$ cat src/rtl/matrix_scan_if.sv
// Frame-RAM read port and HUB75 panel signals of the matrix scanner.
// The master side is the scanner; the slave side is the RAM plus panel.
interface matrix_scan_if;
  logic [11:0] ram_address;
  logic [7:0]  ram_data_in;
  logic [2:0]  rgb_top;
  logic [2:0]  rgb_bottom;
  logic [3:0]  row_addr;
  logic        panel_clk;
  logic        latch;
  logic        oe_n;
  logic        frame_sync;

  modport master (
    output ram_address, rgb_top, rgb_bottom, row_addr, panel_clk, latch, oe_n, frame_sync,
    input  ram_data_in
  );

  modport slave (
    input  ram_address, rgb_top, rgb_bottom, row_addr, panel_clk, latch, oe_n, frame_sync,
    output ram_data_in
  );
endinterface

$ cat src/rtl/matrix_scan.sv
// HUB75 scanner: reads RGB565 pixels from the frame RAM and drives a 64x32,
// 1/16-scan panel with binary-coded modulation over six bit planes.
// All panel outputs are registered and decoded from the next scan position,
// so each output reflects the position held in the counters during a cycle.
module matrix_scan #(
  parameter int unsigned DISPLAY_BASE  = 8,
  parameter int unsigned DISPLAY_WIDTH = 12
) (
  input  logic          clk_in,
  input  logic          reset_n,
  input  logic [2:0]    rgb_enable,
  input  logic [5:0]    brightness_enable,
  matrix_scan_if.master bus
);

  typedef enum logic [1:0] {ST_SHIFT, ST_BLANK, ST_LATCH, ST_DISPLAY} state_t;

  localparam logic [DISPLAY_WIDTH-1:0] BASE_W = DISPLAY_WIDTH'(DISPLAY_BASE);
  localparam logic [DISPLAY_WIDTH-1:0] ONE_W  = DISPLAY_WIDTH'(1);

  state_t                   state, state_nxt;
  logic                     running;
  logic [3:0]               row, row_nxt;
  logic [2:0]               plane, plane_nxt;
  logic [5:0]               col, col_nxt;
  logic [2:0]               phase, phase_nxt;
  logic [DISPLAY_WIDTH-1:0] disp_cnt, disp_cnt_nxt;

  logic [2:0]  rgb_en_meta, rgb_en_sync;
  logic [5:0]  bright_meta, bright_sync;
  logic [7:0]  top_hi, top_lo, bot_hi;
  logic [11:0] addr_nxt;

  // RGB565 -> one bit of each 6-bit channel for plane b, masked by channel enables.
  function automatic logic [2:0] pixel_bits(input logic [7:0] hi, input logic [7:0] lo,
                                            input logic [2:0] b, input logic [2:0] en);
    logic [5:0] r6, g6, b6;
    r6 = {hi[7:3], hi[7]};
    g6 = {hi[2:0], lo[7:5]};
    b6 = {lo[4:0], lo[4]};
    return {b6[b] & en[2], g6[b] & en[1], r6[b] & en[0]};
  endfunction

  // Two-flop synchronisers for the quasi-static enables from the decoder domain.
  always_ff @(posedge clk_in or negedge reset_n) begin
    if (!reset_n) begin
      rgb_en_meta <= '0;
      rgb_en_sync <= '0;
      bright_meta <= '0;
      bright_sync <= '0;
    end else begin
      // NOTE: non-blocking assignments make both flops sample the old values, forming a true 2-stage chain.
      rgb_en_meta <= rgb_enable;
      rgb_en_sync <= rgb_en_meta;
      bright_meta <= brightness_enable;
      bright_sync <= bright_meta;
    end
  end

  // Next scan position: column phases, planes, rows and the BCM display timer.
  always_comb begin
    // NOTE: every output of this block gets a default first so no path leaves one unassigned (no latches).
    state_nxt    = state;
    row_nxt      = row;
    plane_nxt    = plane;
    col_nxt      = col;
    phase_nxt    = phase;
    disp_cnt_nxt = disp_cnt;
    if (running) begin
      unique case (state)
        ST_SHIFT: begin
          if (phase == 3'd6) begin
            phase_nxt = 3'd0;
            if (col == 6'd63) begin
              col_nxt   = 6'd0;
              state_nxt = ST_BLANK;
            end else begin
              col_nxt = col + 6'd1;
            end
          end else begin
            phase_nxt = phase + 3'd1;
          end
        end
        ST_BLANK: state_nxt = ST_LATCH;
        ST_LATCH: begin
          state_nxt    = ST_DISPLAY;
          disp_cnt_nxt = (BASE_W << plane) - ONE_W;
        end
        ST_DISPLAY: begin
          if (disp_cnt == '0) begin
            state_nxt = ST_SHIFT;
            if (plane != 3'd0) begin
              plane_nxt = plane - 3'd1;
            end else begin
              plane_nxt = 3'd5;
              row_nxt   = row + 4'd1;
            end
          end else begin
            disp_cnt_nxt = disp_cnt - ONE_W;
          end
        end
        default: state_nxt = ST_SHIFT;
      endcase
    end
  end

  // Read address for the next cycle: phases 0..3 fetch top-hi, top-lo, bottom-hi, bottom-lo.
  always_comb begin
    addr_nxt = bus.ram_address;
    if (state_nxt == ST_SHIFT && !phase_nxt[2]) begin
      addr_nxt = {phase_nxt[1], row_nxt, col_nxt, ~phase_nxt[0]};
    end
  end

  // Scan position register; the first edge after reset only starts the scan at p0.
  always_ff @(posedge clk_in or negedge reset_n) begin
    if (!reset_n) begin
      state    <= ST_SHIFT;
      running  <= 1'b0;
      row      <= 4'd0;
      plane    <= 3'd5;
      col      <= 6'd0;
      phase    <= 3'd0;
      disp_cnt <= '0;
    end else begin
      running  <= 1'b1;
      state    <= state_nxt;
      row      <= row_nxt;
      plane    <= plane_nxt;
      col      <= col_nxt;
      phase    <= phase_nxt;
      disp_cnt <= disp_cnt_nxt;
    end
  end

  // Byte capture for the pixel pair being shifted.
  // NOTE: pure datapath registers are always written before being read, so they carry no reset.
  always_ff @(posedge clk_in) begin
    if (state == ST_SHIFT) begin
      case (phase)
        3'd1:    top_hi <= bus.ram_data_in;
        3'd2:    top_lo <= bus.ram_data_in;
        3'd3:    bot_hi <= bus.ram_data_in;
        default: ;
      endcase
    end
  end

  // Registered panel and RAM outputs; reset forces them asynchronously (oe_n high at once).
  always_ff @(posedge clk_in or negedge reset_n) begin
    if (!reset_n) begin
      bus.ram_address <= 12'd0;
      bus.rgb_top     <= 3'd0;
      bus.rgb_bottom  <= 3'd0;
      bus.row_addr    <= 4'd0;
      bus.panel_clk   <= 1'b0;
      bus.latch       <= 1'b0;
      bus.oe_n        <= 1'b1;
      bus.frame_sync  <= 1'b0;
    end else begin
      bus.ram_address <= addr_nxt;
      bus.panel_clk   <= (state_nxt == ST_SHIFT) && (phase_nxt == 3'd6);
      bus.latch       <= (state_nxt == ST_LATCH);
      bus.frame_sync  <= (state_nxt == ST_SHIFT) && (row_nxt == 4'd0) && (plane_nxt == 3'd5) &&
                         (col_nxt == 6'd0) && (phase_nxt == 3'd0);
      if (state == ST_SHIFT && phase == 3'd4) begin
        bus.rgb_top    <= pixel_bits(top_hi, top_lo, plane, rgb_en_sync);
        bus.rgb_bottom <= pixel_bits(bot_hi, bus.ram_data_in, plane, rgb_en_sync);
      end
      if (state == ST_BLANK) begin
        bus.row_addr <= row;
      end
      // Plane enable is sampled once on DISPLAY entry and held for the whole period.
      if (state_nxt == ST_DISPLAY) begin
        if (state != ST_DISPLAY) begin
          bus.oe_n <= ~bright_sync[plane];
        end
      end else begin
        bus.oe_n <= 1'b1;
      end
    end
  end

endmodule

$ cat src/flat_wrapper.sv
// flat-port wrapper written by rule: the top's interface ports become plain ports
module matrix_scan_flat 
#(
  parameter int unsigned DISPLAY_BASE  = 8,
  parameter int unsigned DISPLAY_WIDTH = 12
)
  (clk_in, reset_n, rgb_enable, brightness_enable, bus_ram_address, bus_rgb_top, bus_rgb_bottom, bus_row_addr, bus_panel_clk, bus_latch, bus_oe_n, bus_frame_sync, bus_ram_data_in);
  matrix_scan_if bus_i ();
  input  logic clk_in;
  input  logic reset_n;
  input  logic [2:0] rgb_enable;
  input  logic [5:0] brightness_enable;
  output wire logic [$bits(bus_i.ram_address)-1:0] bus_ram_address;
  output wire logic [$bits(bus_i.rgb_top)-1:0] bus_rgb_top;
  output wire logic [$bits(bus_i.rgb_bottom)-1:0] bus_rgb_bottom;
  output wire logic [$bits(bus_i.row_addr)-1:0] bus_row_addr;
  output wire logic [$bits(bus_i.panel_clk)-1:0] bus_panel_clk;
  output wire logic [$bits(bus_i.latch)-1:0] bus_latch;
  output wire logic [$bits(bus_i.oe_n)-1:0] bus_oe_n;
  output wire logic [$bits(bus_i.frame_sync)-1:0] bus_frame_sync;
  input wire logic [$bits(bus_i.ram_data_in)-1:0] bus_ram_data_in;
  assign bus_ram_address = bus_i.ram_address;
  assign bus_rgb_top = bus_i.rgb_top;
  assign bus_rgb_bottom = bus_i.rgb_bottom;
  assign bus_row_addr = bus_i.row_addr;
  assign bus_panel_clk = bus_i.panel_clk;
  assign bus_latch = bus_i.latch;
  assign bus_oe_n = bus_i.oe_n;
  assign bus_frame_sync = bus_i.frame_sync;
  assign bus_i.ram_data_in = bus_ram_data_in;
  matrix_scan #(.DISPLAY_BASE(DISPLAY_BASE), .DISPLAY_WIDTH(DISPLAY_WIDTH)) u_core (.clk_in(clk_in), .reset_n(reset_n), .rgb_enable(rgb_enable), .brightness_enable(brightness_enable), .bus(bus_i));
endmodule
$ cat config.mk
export PLATFORM = sky130hd
export DESIGN_NAME = matrix_scan_flat
export DESIGN_NICKNAME = d
export VERILOG_FILES = /design/src/rtl/matrix_scan_if.sv /design/src/rtl/matrix_scan.sv /design/src/flat_wrapper.sv
export SDC_FILE = /design/constraint.sdc
export NUM_CORES = 1
export LEC_CHECK = 0
export CAP_MARGIN = 20
export CORE_MARGIN = 2
export CORE_UTILIZATION = 57
export DETAILED_ROUTE_END_ITERATION = 8
export GPL_TIMING_DRIVEN = 0
export HOLD_SLACK_MARGIN = 0.06
export PLACE_DENSITY = 0.85
export SLEW_MARGIN = 25
export SYNTH_ARGS = -nofsm -noshare
export SYNTH_HDL_FRONTEND = slang
export SYNTH_SLANG_ARGS = --single-unit
$ cat constraint.sdc
create_clock -name clk_in -period 2.79 [get_ports clk_in]
set_clock_uncertainty 0.15 [all_clocks]
set_input_delay 0.279 -clock clk_in [delete_from_list [all_inputs] [get_ports clk_in]]
set_output_delay 0.279 -clock clk_in [all_outputs]
set_load 0.005 [all_outputs]
==> flow_metrics.tcl <==
set metrics [dict create \
    status "complete, no violations" \
    crit_cells 6 \
    drt-wirelength-per-cell_um 18.1 \
    cts.path.max_buffers 2 \
    max_freq_mhz 386 \
    globalRouteOverflowTotal 0 \
    switching_power_w 0.00109 \
    crit_chain "nor3_1, and4_1, a21oi_1, nor2_1, buf_2, mux2_1" \
    start_util_pct 58.9 \
    die_h_um 93.4 \
    syn_area_sq_mm 0.00455 \
    fin_hold_ws_ns 0.199 \
    gr-usage-all-layers_pct 24.4 \
    min_from "brightness_enable[0]" \
    ys_warn_count 0 \
    async_flop_share_pct 75.8 \
    hold_viol 0 \
    cts_buffers 9 \
    drtAntennaViolNets 0 \
    routabilityCongestion 0.876 \
    r2r_slack_ns 0.20 \
    internal_power_w 0.00253 \
    drv_slew 0 \
    rr_endpoint "u_core.bus.ram_address[10]" \
    yosysSeqAreaShare_pct 57.1 \
    antenna_found_initial 0 \
    cts_setup_buffers 0 \
    grt_pass1_vias 3298 \
    seqPwrFrac_pct 49.7 \
    r2r_cells 6 \
    crit_path_max_fanout 10 \
    root_buffer "clkbuf_8" \
    pwr-share-comb_pct 24.3 \
    worst_hold_path_type "input pin to register" \
    rows 32 \
    clkLatencyLatePin_ns 0.36 \
    cts_tree "yes" \
    worst_pin_slew_ns 0.852 \
    path_delay_family "simple AND/OR/NAND/NOR gates" \
    drive_gt1_share_pct 13.3 \
    die_area_sq_mm 0.00872 \
    synth_seq_cells 99 \
    setup.worst_path.class "register to register" \
    n_antenna_cell 0 \
    critPathCaptureType "register" \
    power.density_mw_per_mm2 673 \
    drc 0 \
    start_kind "register" \
    p_leak_nw 2.17 \
    nets 461 \
    vdd_ir_drop_max_v 0.000509 \
    pre_cts_slack_ns 0.149 \
    holdPathStages 1 \
    maxCapViolations 0 \
    clk_pin_slew_ns 0.10 \
    ys.flop_type "dfrtp_1" \
    core_area_sq_mm 0.00773 \
    avgViaCountPerCell 6.07 \
    syn_inst 381 \
    p_sw_share_pct 30.2 \
    worst_slack_ns 0.199 \
    slowest_stage "nor3_1" \
    max_slew_margin_pct 43.2 \
    hold-path-endpoint "u_core.bright_meta[0]" \
    drt-total-wl_um 9860 \
    critPathRequiredTime_ns 2.89 \
    syn2layout_area_growth_pct 18.1 \
    cts_max_level 3 \
    crit_path_max_incr_delay_ns 0.50 \
    setup_viol 0 \
    numClockSinks 99 \
    die_w_um 93.4 \
    rr_startpoint "u_core.disp_cnt[4]" \
    synth_cell_types 67 \
    synth_area_per_cell_sq_um 12.0 \
    fin_crit_sh_pct 92.9 \
    vias 3307 \
    dp_hpwl_um 7180 \
    port-buffer-count 44 \
    worst-path-buf-inv 1 \
    fin_crit_ns 2.59 \
    drtIter0Drc 204 \
    arrival_ns 2.69 \
    pwr-share-clk_pct 26.0 \
    grt_max_degree 48 \
    dr.pass1.iters 5 \
    grt_first_pass_wirelength_um 16300 \
    syn-num-nets 404 \
    synth_edf_count 24 \
    pin_count 45 \
]
[power groups by stage]
| stage | logic [W] | clock network, W | registers, W |
|---|---|---|---|
| after floorplan | 0.000492 | 0 | 0.00181 |
| after global placement | 0.000813 | 0 | 0.00182 |
| after detailed placement | 0.000878 | 0 | 0.00183 |
| after CTS | 0.000881 | 0.000957 | 0.00180 |
| after global routing | 0.000970 | 0.00102 | 0.00182 |
| final | 0.000878 | 0.000941 | 0.00180 |
[synth_stat cells (3+ instances only)]
cell	count	area, sq um
nand2_1	35	131
nor3_1	10	50.1
xor2_1	6	52.6
mux2_2	11	124
nand3_1	13	65.1
edfxtp_1	24	721
dfstp_2	3	78.8
clkbuf_1	10	37.5
xnor2_1	8	70.1
mux4_2	3	67.6
o31ai_1	3	22.5
a21oi_1	15	75.1
o21ai_0	31	155
and2_1	5	31.3
a22oi_1	5	37.5
buf_2	5	25.0
ha_1	4	50.1
inv_1	3	11.3
o21ai_1	3	15.0
mux2_1	9	101
a31oi_1	4	25.0
dfrtp_1	72	1800
a21o_1	3	22.5
nor2_1	20	75.1
mux2i_1	15	150
nand2b_1	4	25.0
buf_1	3	11.3
nand4_1	4	25.0
[kinds of logic after synthesis]
family	Yosys count	share of synthesized area (%)
DFF	99	57.1
AOI/OAI and AO/OA	88	12.4
adders and majority gates	4	1.10
other	1	0.0824
muxes	38	9.73
and+or+nand+nor	113	14.4
xor gates and xnor gates	14	2.69
buffers and inverters	24	2.45
[how the worst max path moves through the flow]
stage	slack, ns	end	start
after detailed placement	0.15	u_core.disp_cnt[10]	u_core.state[1]
final	0.20	u_core.bus.ram_address[10]	u_core.disp_cnt[4]
after global routing	-0.01	u_core.disp_cnt[10]	u_core.state[1]
after CTS	0.12	u_core.disp_cnt[10]	u_core.state[1]
after global placement	-1.25	u_core.rgb_en_sync[1]	reset_n
after floorplan	0.56	u_core.disp_cnt[10]	u_core.state[0]
[worst reg2reg max path: stages (launching register included)]
cell and delay (ns):
dfrtp_1 0.44, nor3_1 0.50, and4_1 0.37, a21oi_1 0.15, nor2_1 0.21, buf_2 0.30
mux2_1 0.36
[layer usage]
layer / global-route usage [%] / part of all wire [%]
met5: 0 / 0
met4: 7.60 / 2.1
met3: 5.24 / 4.9
met2: 40.5 / 51
met1: 32.2 / 42
[layout make-up]
cell class | instances | area (sq um)
sequential | 99 | 2600
fill | 575 | 2350
timing repair buffer | 47 | 480
clock inverter | 7 | 78.8
multi-input combinational | 258 | 1860
clock buffer | 9 | 124
tap | 102 | 128
buffer | 19 | 92.6
inverter | 4 | 15.0
[through the flow]
stage / util [%] / total power (W) / cells / TNS [ns] / area, sq um
2_1_floorplan: - / 0.00231 / 381 / 0 / 4550
3_3_place_gp: 66.3 / 0.00263 / 527 / -90.61 / 5120
3_5_place_dp: 66.7 / 0.00271 / 529 / 0 / 5160
4_1_cts: 69.5 / 0.00364 / 546 / 0 / 5370
5_1_grt: 69.6 / 0.00381 / 545 / -0.0140 / 5380
6_report: 69.6 / 0.00362 / 545 / 0 / 5380
[sequential cells by signal (all words and copies together) (netlist names), 4 cells and up]
name                    count
u_core.top_lo               8
u_core.bright_meta          6
u_core.top_hi               8
u_core.bot_hi               8
u_core.col                  6
u_core.bright_sync          6
u_core.disp_cnt            12
u_core.bus.row_addr         4
u_core.bus.ram_address     12
u_core.row                  4
[what timing repair did]
action                     CTS  global route
hold endpoints to repair    28             0
setup endpoints to repair    0             2
hold buffers                 1             0
resized for setup            0             1
[placed cells by master, fill, tap and decap left out, drive strengths merged, types with 4 or more instances in the layout]
cell type / netlist / routed
a21oi: 16 / 16
mux2i: 15 / 15
nand4: 5 / 5
a22oi: 5 / 5
nand2: 35 / 35
mux2: 20 / 20
ha: 4 / 4
dfrtp: 72 / 72
clkdlybuf4s50: 0 / 43
o21ai: 35 / 35
inv: 4 / 9
nand3: 13 / 13
o31ai: 4 / 4
xor2: 6 / 6
nor2: 21 / 21
nor3: 11 / 11
a31oi: 4 / 4
and2: 5 / 5
clkbuf: 10 / 19
buf: 10 / 12
xnor2: 8 / 8
nand2b: 4 / 4
edfxtp: 24 / 24
No activity file was read; power rests on OpenSTA's default activity.
